==> src/rtl/audio_pkg.sv <==
// audio_pkg
//   Shared constants and types for the codec audio path.
//   AUD_WL           default PCM word length per channel (bits)
//   AUD_PKT_SAMPLES  default number of stereo pairs per Ethernet audio packet
//   LRC_LEFT         level of the codec LR clock during the left half-frame
//   sync_state_t     framing states of the I2S receiver

package audio_pkg;

   localparam int   AUD_WL          = 32;
   localparam int   AUD_PKT_SAMPLES = 256;
   localparam logic LRC_LEFT        = 1'b0;

   // SYNC_HUNT      : no 1->0 LR edge seen since reset, everything is discarded
   // SYNC_WAIT_LEFT : framed, waiting for the left half to finish
   // SYNC_HAVE_LEFT : left word held, the next 1->0 edge completes the pair
   typedef enum logic [1:0] {
      SYNC_HUNT      = 2'd0,
      SYNC_WAIT_LEFT = 2'd1,
      SYNC_HAVE_LEFT = 2'd2
   } sync_state_t;

endpackage

==> src/rtl/audio_i2s_rx.sv <==
// audio_i2s_rx
//   I2S capture stage for the codec ADC path. Deserialises the serial ADC
//   stream into left/right PCM words and presents one stereo pair per frame
//   with a single-cycle done strobe, together with the pair index inside the
//   current Ethernet audio packet and a last-pair flag.
//
//   aud_bclk    in   codec bit clock, all logic on its rising edge
//   rst_n       in   asynchronous active-low reset
//   aud_lrc     in   codec LR clock, 0 = left half, 1 = right half
//   aud_adcdat  in   serial ADC data, MSB first, one bclk after the LR edge
//   aud_left    out  captured left word
//   aud_right   out  captured right word
//   rx_done     out  one-cycle strobe, aud_left/aud_right hold a new pair
//   frm_err     out  with rx_done: one of the halves carried fewer than WL bits
//   sample_cnt  out  index of the delivered pair inside its packet
//   pkt_last    out  with rx_done: the pair is the last one of a packet

module audio_i2s_rx
   import audio_pkg::*;
#(
   parameter int WL          = AUD_WL,
   parameter int PKT_SAMPLES = AUD_PKT_SAMPLES
) (
   input  logic                           aud_bclk,
   input  logic                           rst_n,
   input  logic                           aud_lrc,
   input  logic                           aud_adcdat,
   output logic [WL-1:0]                  aud_left,
   output logic [WL-1:0]                  aud_right,
   output logic                           rx_done,
   output logic                           frm_err,
   output logic [$clog2(PKT_SAMPLES)-1:0] sample_cnt,
   output logic                           pkt_last
);

   localparam int BCW = $clog2(WL + 1);
   localparam int CW  = $clog2(PKT_SAMPLES);

   logic                lrc_d1;
   logic                lrc_edge;
   logic                lrc_rise;
   logic                lrc_fall;
   logic [WL-1:0]       sr;
   logic [WL-1:0]       cap_word;
   logic [WL-1:0]       half_word;
   logic                half_short;
   logic                bit_room;
   logic [BCW-1:0]      bit_cnt;
   logic [WL-1:0]       left_hold;
   logic                left_short;
   logic [CW-1:0]       pair_idx;
   logic                pair_wrap;
   sync_state_t         state;
   sync_state_t         next_state;
   logic                load_left;
   logic                deliver;

   // LR edge detection against the previous cycle's LR level
   always_ff @(posedge aud_bclk or negedge rst_n) begin
      if (!rst_n) begin
         lrc_d1 <= 1'b0;
      end else begin
         lrc_d1 <= aud_lrc;
      end
   end

   assign lrc_edge = (aud_lrc != lrc_d1);
   assign lrc_rise = lrc_edge && (aud_lrc != LRC_LEFT);
   assign lrc_fall = lrc_edge && (aud_lrc == LRC_LEFT);
   assign bit_room = (bit_cnt < BCW'(WL));

   // Shift register contents including the bit arriving this cycle. On an LR
   // edge this bit still belongs to the ending half (I2S one-bclk delay), so
   // the half word seen at the edge is taken from here. A half that ends
   // before any bit was collected reads as all zeros.
   always_comb begin
      cap_word = sr;
      for (int i = 0; i < WL; i++) begin
         if (bit_room && (BCW'(WL - 1 - i) == bit_cnt)) begin
            cap_word[i] = aud_adcdat;
         end
      end
      half_word  = (bit_cnt == '0) ? '0 : cap_word;
      half_short = (bit_cnt < BCW'(WL - 1));
   end

   // Capture shift register and saturating bit counter, restarted at every LR edge
   always_ff @(posedge aud_bclk or negedge rst_n) begin
      if (!rst_n) begin
         sr      <= '0;
         bit_cnt <= '0;
      end else if (lrc_edge) begin
         sr      <= '0;
         bit_cnt <= '0;
      end else begin
         sr <= cap_word;
         if (bit_room) begin
            bit_cnt <= bit_cnt + BCW'(1);
         end
      end
   end

   // Framing state register
   always_ff @(posedge aud_bclk or negedge rst_n) begin
      if (!rst_n) begin
         state <= SYNC_HUNT;
      end else begin
         state <= next_state;
      end
   end

   // Framing next state: the first falling LR edge only establishes framing
   always_comb begin
      next_state = state;
      case (state)
         SYNC_HUNT: begin
            if (lrc_fall) next_state = SYNC_WAIT_LEFT;
         end
         SYNC_WAIT_LEFT: begin
            if (lrc_rise) next_state = SYNC_HAVE_LEFT;
         end
         SYNC_HAVE_LEFT: begin
            if (lrc_fall) next_state = SYNC_WAIT_LEFT;
         end
         default: next_state = SYNC_HUNT;
      endcase
   end

   // Framing outputs: when to latch the left word and when to emit a pair
   always_comb begin
      load_left = 1'b0;
      deliver   = 1'b0;
      case (state)
         SYNC_WAIT_LEFT: load_left = lrc_rise;
         SYNC_HAVE_LEFT: begin
            load_left = lrc_rise;
            deliver   = lrc_fall;
         end
         default: begin
            load_left = 1'b0;
            deliver   = 1'b0;
         end
      endcase
   end

   // Left word is parked here until its right partner completes
   always_ff @(posedge aud_bclk or negedge rst_n) begin
      if (!rst_n) begin
         left_hold  <= '0;
         left_short <= 1'b0;
      end else if (load_left) begin
         left_hold  <= half_word;
         left_short <= half_short;
      end
   end

   assign pair_wrap = (pair_idx == CW'(PKT_SAMPLES - 1));

   // Pair delivery and packet position; strobes last exactly one cycle
   always_ff @(posedge aud_bclk or negedge rst_n) begin
      if (!rst_n) begin
         aud_left   <= '0;
         aud_right  <= '0;
         rx_done    <= 1'b0;
         frm_err    <= 1'b0;
         pkt_last   <= 1'b0;
         sample_cnt <= '0;
         pair_idx   <= '0;
      end else begin
         rx_done  <= deliver;
         frm_err  <= deliver && (left_short || half_short);
         pkt_last <= deliver && pair_wrap;
         if (deliver) begin
            aud_left   <= left_hold;
            aud_right  <= half_word;
            sample_cnt <= pair_idx;
            pair_idx   <= pair_wrap ? '0 : pair_idx + CW'(1);
         end
      end
   end

endmodule

==> config.mk <==
export PLATFORM = sky130hd
export DESIGN_NAME = audio_i2s_rx
export DESIGN_NICKNAME = d
export VERILOG_FILES = /design/src/rtl/audio_pkg.sv /design/src/rtl/audio_i2s_rx.sv
export SDC_FILE = /design/constraint.sdc
export NUM_CORES = 1
export LEC_CHECK = 0
export CAP_MARGIN = 20
export CORE_UTILIZATION = 56
export DETAILED_ROUTE_END_ITERATION = 7
export HOLD_SLACK_MARGIN = 0.1
export PLACE_DENSITY = 0.86
export SLEW_MARGIN = 0
export SYNTH_ARGS = -nofsm -noshare
export SYNTH_HDL_FRONTEND = slang
export SYNTH_SLANG_ARGS = --single-unit
==> constraint.sdc <==
create_clock -name aud_bclk -period 2.3 [get_ports aud_bclk]
set_input_delay 0.69 -clock aud_bclk [delete_from_list [all_inputs] [get_ports aud_bclk]]
set_output_delay 0.69 -clock aud_bclk [all_outputs]
set_load 0.02 [all_outputs]
==> impl_metrics.yaml, run 1 <==
yosys:
  synth_ff_type: "dfrtp_1"
  yosys_warnings: 0
  syn_inst: 735
  synth_top_area_frac: 0.561
  synth_top_family_by_area: "compound AO/OA/AOI/OAI gates"
  yosys-top-cells-count: "164 x nand2_1, 157 x dfrtp_1, 65 x nor2_1, 58 x a21oi_1, 56 x a211oi_1"
  ys_top_cells_by_area: "dfrtp_1 56%, nand2_1 8.8%, a211oi_1 6.0%, a21oi_1 4.1%, a21boi_0 3.7%"
  synth_largest_area_cell: "dfrtp_1"
  yosys.area_share.simple: 0.182
  ys_seq_area_frac: 0.561
  synth_fp_nets: 750
  synth_compound_area_frac: 0.183
  synthMuxAreaShare: 0.00304
  async_reset_ff_frac: 1.00
  ys_ff_latch: 157
  synth_cell_types: 43
  synthAdderAreaFrac: 0.0196
  synth_edf_count: 0
  yosysMostFrequentCell: "nand2_1"
  avgSynthCellArea_sq_um: 9.53
  yosys.area_share.xor_xnor: 0.00625
  syn-cell-area_sq_um: 7010
route:
  wl_mm: 18.7
  vias: 6089
  ant_nets: 0
  wl_per_cell_microns: 18.8
  drtPass1Iterations: 5
  drt_iter0_drc: 617
  drc_errors: 0
  detail_route.vias_per_cell: 6.13
global_route:
  grt_pass1_wl_mm: 31.1
  grt_max_degree: 56
  grt_antenna_before_repair: 0
  grt_pass1_vias: 6239
  grt_usage: 0.309
  overflow: 0
timing:
  drv_slew: 0
  whs_ns: 0.194
  rsz0062_at_grt: "no"
  slew_headroom: 0.580
  fmax_mhz: 467
  tns_ns: 0
  fin_crit_sh: 0.931
  final-setup-viol-count: 0
  hold_violations: 0
  period_minus_slack_ns: 2.14
  fin_skew_ns: 0.0133
  timing.final.ws_setup_ns: 0.159
  tightest_slew_ns: 0.630
setup_path:
  cpMostUsedCell: "o21ai_0"
  cp_top_family: "compound AO/OA/AOI/OAI gates"
  path_cells: "inv_1 > ha_1 > or3b_1 > o21ai_0 > o21ai_0"
  worst_ep_arrival_time_ns: 2.43
  start_kind: "flop"
  endpoint_kind: "flop"
  path_depth: 5
  cp.required_ns: 2.59
  slowest_delay_ns: 0.55
  path_class: "reg2reg"
  worst_path_max_delay_cell: "or3b_1"
  cp_num_buf_inv: 1
  reg2reg_depth: 5
  crit_path_max_fanout: 7
floorplanning:
  start_util: 0.579
  die_width_microns: 114
  io_pins: 79
  coreArea_sq_um: 12100
  die_area_sq_um: 13000
  rows: 40
  die_h_microns: 114
clock_network:
  root_buffer: "clkbuf_16"
  cts_tree: "yes"
  clock_sinks: 157
  cts_hold_buffers: 0
  post-cts-setup-buffer-count: 0
  cts_resized: 0
  clk_pin_slew_ns: 0.07
  cts_buffer_depth: 2
  cts_made_buffers: 17
  htreeDepth: 4
  insertion_delay_ns: 0.43
place:
  place_area_sq_um: 8150
  detailed_place_hpwl_mm: 11.6
  gp_congestion: 0.877
  io_buffers: 78
  dp_slack_ns: -0.148
pwr:
  p_leak_nw: 3.91
  irDropWorstVdd_v: 0.000570
  power_density_nw_per_um2: 1240
layout:
  n_antenna_cell: 0
  n_fill_cell: 819
  postLayoutCoreUtil: 0.724
  areaGrowthSynthToFinish_pct: 25.1
  final_area_sq_um: 8770
  num-nets-final: 827
  drive_gt1_frac: 0.0982
hold_path:
  holdCritPathClass: "in2async"
job:
  drv_cap: 0
run_status:
  status: "completed"
==> cell families (layout without fill, tap and decap cells) <==
logic type | count (synthesis) | in the layout
xor+xnor | 5 | 5
flops | 157 | 157
mux | 2 | 2
compound gates | 205 | 205
simple gates | 285 | 285
buf+inv | 70 | 160
fa+ha+maj | 11 | 11
==> state kept, by name, summed over array words and instances (netlist names) <==
signal,cells
left_short,1
pair_idx,8
pkt_last,1
state,2
frm_err,1
sr,32
rx_done,1
lrc_d1,1
left_hold,32
aud_right,32
sample_cnt,8
aud_left,32
bit_cnt,6
==> path summary, 6_finish.rpt <==
| check | startpoint | to | slack, ns |
|---|---|---|---|
| max | bit_cnt[0]$_DFFE_PN0P_ | left_hold[31]$_DFFE_PN0P_ | 0.16 |
| min | rst_n | frm_err$_DFF_PN0_ | 0.19 |
| max reg2reg | bit_cnt[0]$_DFFE_PN0P_ | left_hold[31]$_DFFE_PN0P_ | 0.16 |
| min reg2reg | left_hold[8]$_DFFE_PN0P_ | aud_left[8]$_DFFE_PN0P_ | 0.47 |
| max in group asynchronous | rst_n | pair_idx[3]$_DFFE_PN0P_ | 1.40 |
| min in group aud_bclk | left_hold[8]$_DFFE_PN0P_ | aud_left[8]$_DFFE_PN0P_ | 0.47 |
==> per-layer routing <==
layer	vias to the layer above	global-route usage	wire length [microns]
met3	54	0.0547	1480
met2	373	0.512	9470
met4	0	0.139	467
met1	3002	0.401	7280
li1	2660	-	-
met5	-	0	0
==> power by group <==
| part | switching [mW] | internal (mW) |
|---|---|---|
| Clock | 1.12 | 1.84 |
| Sequential | 0.572 | 3.62 |
| Combinational | 2.03 | 1.66 |
==> layout by cell type, fill, tap and decap left out, types with 2 or more instances in the layout <==
cell type        count
a211oi_1            56
a21boi_0            35
a21oi_1             58
a31oi_1              5
and2_1               4
and3_1               6
and3b_1              7
buf_12              10
buf_4               29
bufinv_16            4
clkbuf_1             4
clkbuf_16           17
clkdlybuf4s50_1     77
clkinvlp_4           4
dfrtp_1            157
ha_1                11
inv_1               10
nand2_1            163
nand2b_1             4
nand3_1              6
nand3b_1             4
nand4_1              4
nor2_1              65
nor2b_1              2
nor3_4               2
nor3b_1              4
nor3b_2              2
o21ai_0             44
or3_1                2
or3b_2               3
xnor2_1              5
==> worst register-to-register path, stage by stage (launching register included) <==
cell and delay (ns):
dfrtp_1 0.44, inv_1 0.11, ha_1 0.25, or3b_1 0.55
o21ai_0 0.46, o21ai_0 0.18
==> layout make-up <==
cell class,count,area [sq um],share of cell area
sequential,157,3930,0.448
clock inverter,10,164,0.0187
inverter,11,41.3,0.00471
multi-input combinational,508,2770,0.316
timing repair buffer,117,1200,0.137
tap,168,210,0.0240
clock buffer,22,454,0.0518
==> stage by stage <==
| step | power (mW) | instances |
|---|---|---|
| floorplan | 6.10 | 735 |
| global placement | 7.61 | 961 |
| detailed placement | 7.81 | 961 |
| CTS | 10.8 | 993 |
| global route | 11.4 | 993 |
| finish | 10.8 | 993 |
No activity file was read; power rests on OpenSTA's default activity.
==> run 2, diff against run 1 <==
SETUP_SLACK_MARGIN = 0.2   (was unset)
==> run 2 against run 1 <==
  * Combinational power fell by 2%
  * Clock skew fell by 0.00078 ns
  * Clock-buffer cell count did not move
  * Setup slack improved by 0.047 ns
  * Critical path type is now reg2out
  * Sequential share of layout area fell by 0.52 points
==> impl_metrics.yaml, run 2 (synthesis results as in run 1) <==
timing:
  rsz0062_at_grt: "no"
  hold_violations: 0
  drv_slew: 0
  final-setup-viol-count: 0
  fin_skew_ns: 0.0125
  period_minus_slack_ns: 2.09
  fin_crit_sh: 0.910
  slew_headroom: 0.579
  tightest_slew_ns: 0.632
  timing.final.ws_setup_ns: 0.207
  fmax_mhz: 478
route:
  detail_route.vias_per_cell: 6.12
  drt_iter0_drc: 708
  drtPass1Iterations: 5
  wl_per_cell_microns: 19.2
  wl_mm: 19.1
  ant_nets: 0
  drc_errors: 0
  vias: 6075
setup_path:
  crit_path_max_fanout: 2
  cp_top_family: "buffers and inverters"
  worst_path_max_delay_cell: "clkdlybuf4s50_1"
  r2r-start: "bit_cnt[0]$_DFFE_PN0P_"
  slowest_delay_ns: 0.61
  endpoint_kind: "output port"
  cp_num_buf_inv: 1
  path_class: "reg2out"
  crit_start: "aud_right[20]$_DFFE_PN0P_"
  r2r-end: "aud_right[7]$_DFFE_PN0P_"
  reg2reg_slack_ns: 0.25
  start_kind: "flop"
  cp.required_ns: 1.61
  reg2reg_depth: 6
  worst_ep_arrival_time_ns: 1.40
  path_cells: "clkdlybuf4s50_1"
pwr:
  irDropWorstVdd_v: 0.000569
  p_leak_nw: 4.50
  power_density_nw_per_um2: 1210
clock_network:
  post-cts-setup-buffer-count: 0
  root_buffer: "clkbuf_16"
  clk_pin_slew_ns: 0.06
  cts_made_buffers: 17
  clock_sinks: 157
  insertion_delay_ns: 0.43
  cts_buffer_depth: 2
  htreeDepth: 4
  cts_tree: "yes"
place:
  detailed_place_hpwl_mm: 11.6
  dp_slack_ns: -0.148
  io_buffers: 78
  gp_congestion: 0.877
  place_inst: 961
layout:
  n_fill_cell: 793
  multi_input_area_sq_um: 2780
  n_antenna_cell: 0
  drive_gt1_frac: 0.0994
  final_common_cell: "nand2_1"
  final_cell_mix: "163 x nand2_1, 157 x dfrtp_1, 65 x nor2_1"
  seqCellArea_sq_um: 3930
  num-nets-final: 827
  finalNonFillerCells: 993
  areaGrowthSynthToFinish_pct: 26.6
global_route:
  grt_antenna_before_repair: 0
  grt_pass1_vias: 6244
  grt_pass1_wl_mm: 31.1
  overflow: 0
  grt_max_degree: 56
  grt_usage: 0.309
job:
  drv_cap: 0
run_status:
  status: "completed"
floorplanning:
  io_pins: 79
  die_area_sq_um: 13000
  die_h_microns: 114
  coreArea_sq_um: 12100
  start_util: 0.579
  rows: 40
  die_width_microns: 114
hold_path:
  holdCritPathClass: "in2async"
==> run 2: area by class of cell <==
type	instances	share of cell area
flip-flops and latches	157	0.443
multi-input cells	508	0.313
repair buffers	117	0.146
clock buffers	22	0.0512
well taps	168	0.0237
clock inverters	10	0.0185
inverters	11	0.00494
==> run 2: report_power, final <==
group	total (mW)	internal, mW	switching [mW]
Clock	2.95	1.84	1.11
Sequential	4.18	3.62	0.563
Combinational	3.61	1.55	2.06
==> run 2: through the flow <==
step | power, mW | utilization | TNS, ns | hold WS, ns | instance area [sq um]
after detailed placement | 7.81 | 0.673 | -2.50 | 0.459 | 8150
final | 10.7 | 0.732 | 0 | 0.187 | 8870
after global placement | 7.61 | 0.673 | -0.115 | 0.455 | 8150
after global routing | 11.2 | 0.732 | 0 | 0.214 | 8870
after floorplan | 6.10 | - | 0 | 0.394 | 7010
after CTS | 10.8 | 0.723 | 0 | 0.204 | 8750
==> run 2: worst max path at each step <==
stage	end	slack, ns	depth (start not counted)
floorplan	aud_left[22]$_DFFE_PN0P_	0.39	7
global placement	aud_right[10]$_DFFE_PN0P_	-0.03	7
detailed placement	aud_right[4]$_DFFE_PN0P_	-0.15	7
CTS	aud_left[20]	0.20	1
global route	aud_right[7]$_DFFE_PN0P_	0.19	6
finish	aud_right[20]	0.21	1
==> run 2: metal layers <==
metal,wire length (microns),vias to the layer above,global-route usage
met5,0,-,0
met4,611,0,0.139
met3,1330,69,0.0547
met2,9730,339,0.513
met1,7430,3003,0.401
li1,-,2664,-
==> run 2: timing repair <==
item                       4_1_cts  5_1_grt
setup endpoints to repair       10      107
hold buffers                     0        0
resized for setup               10       53
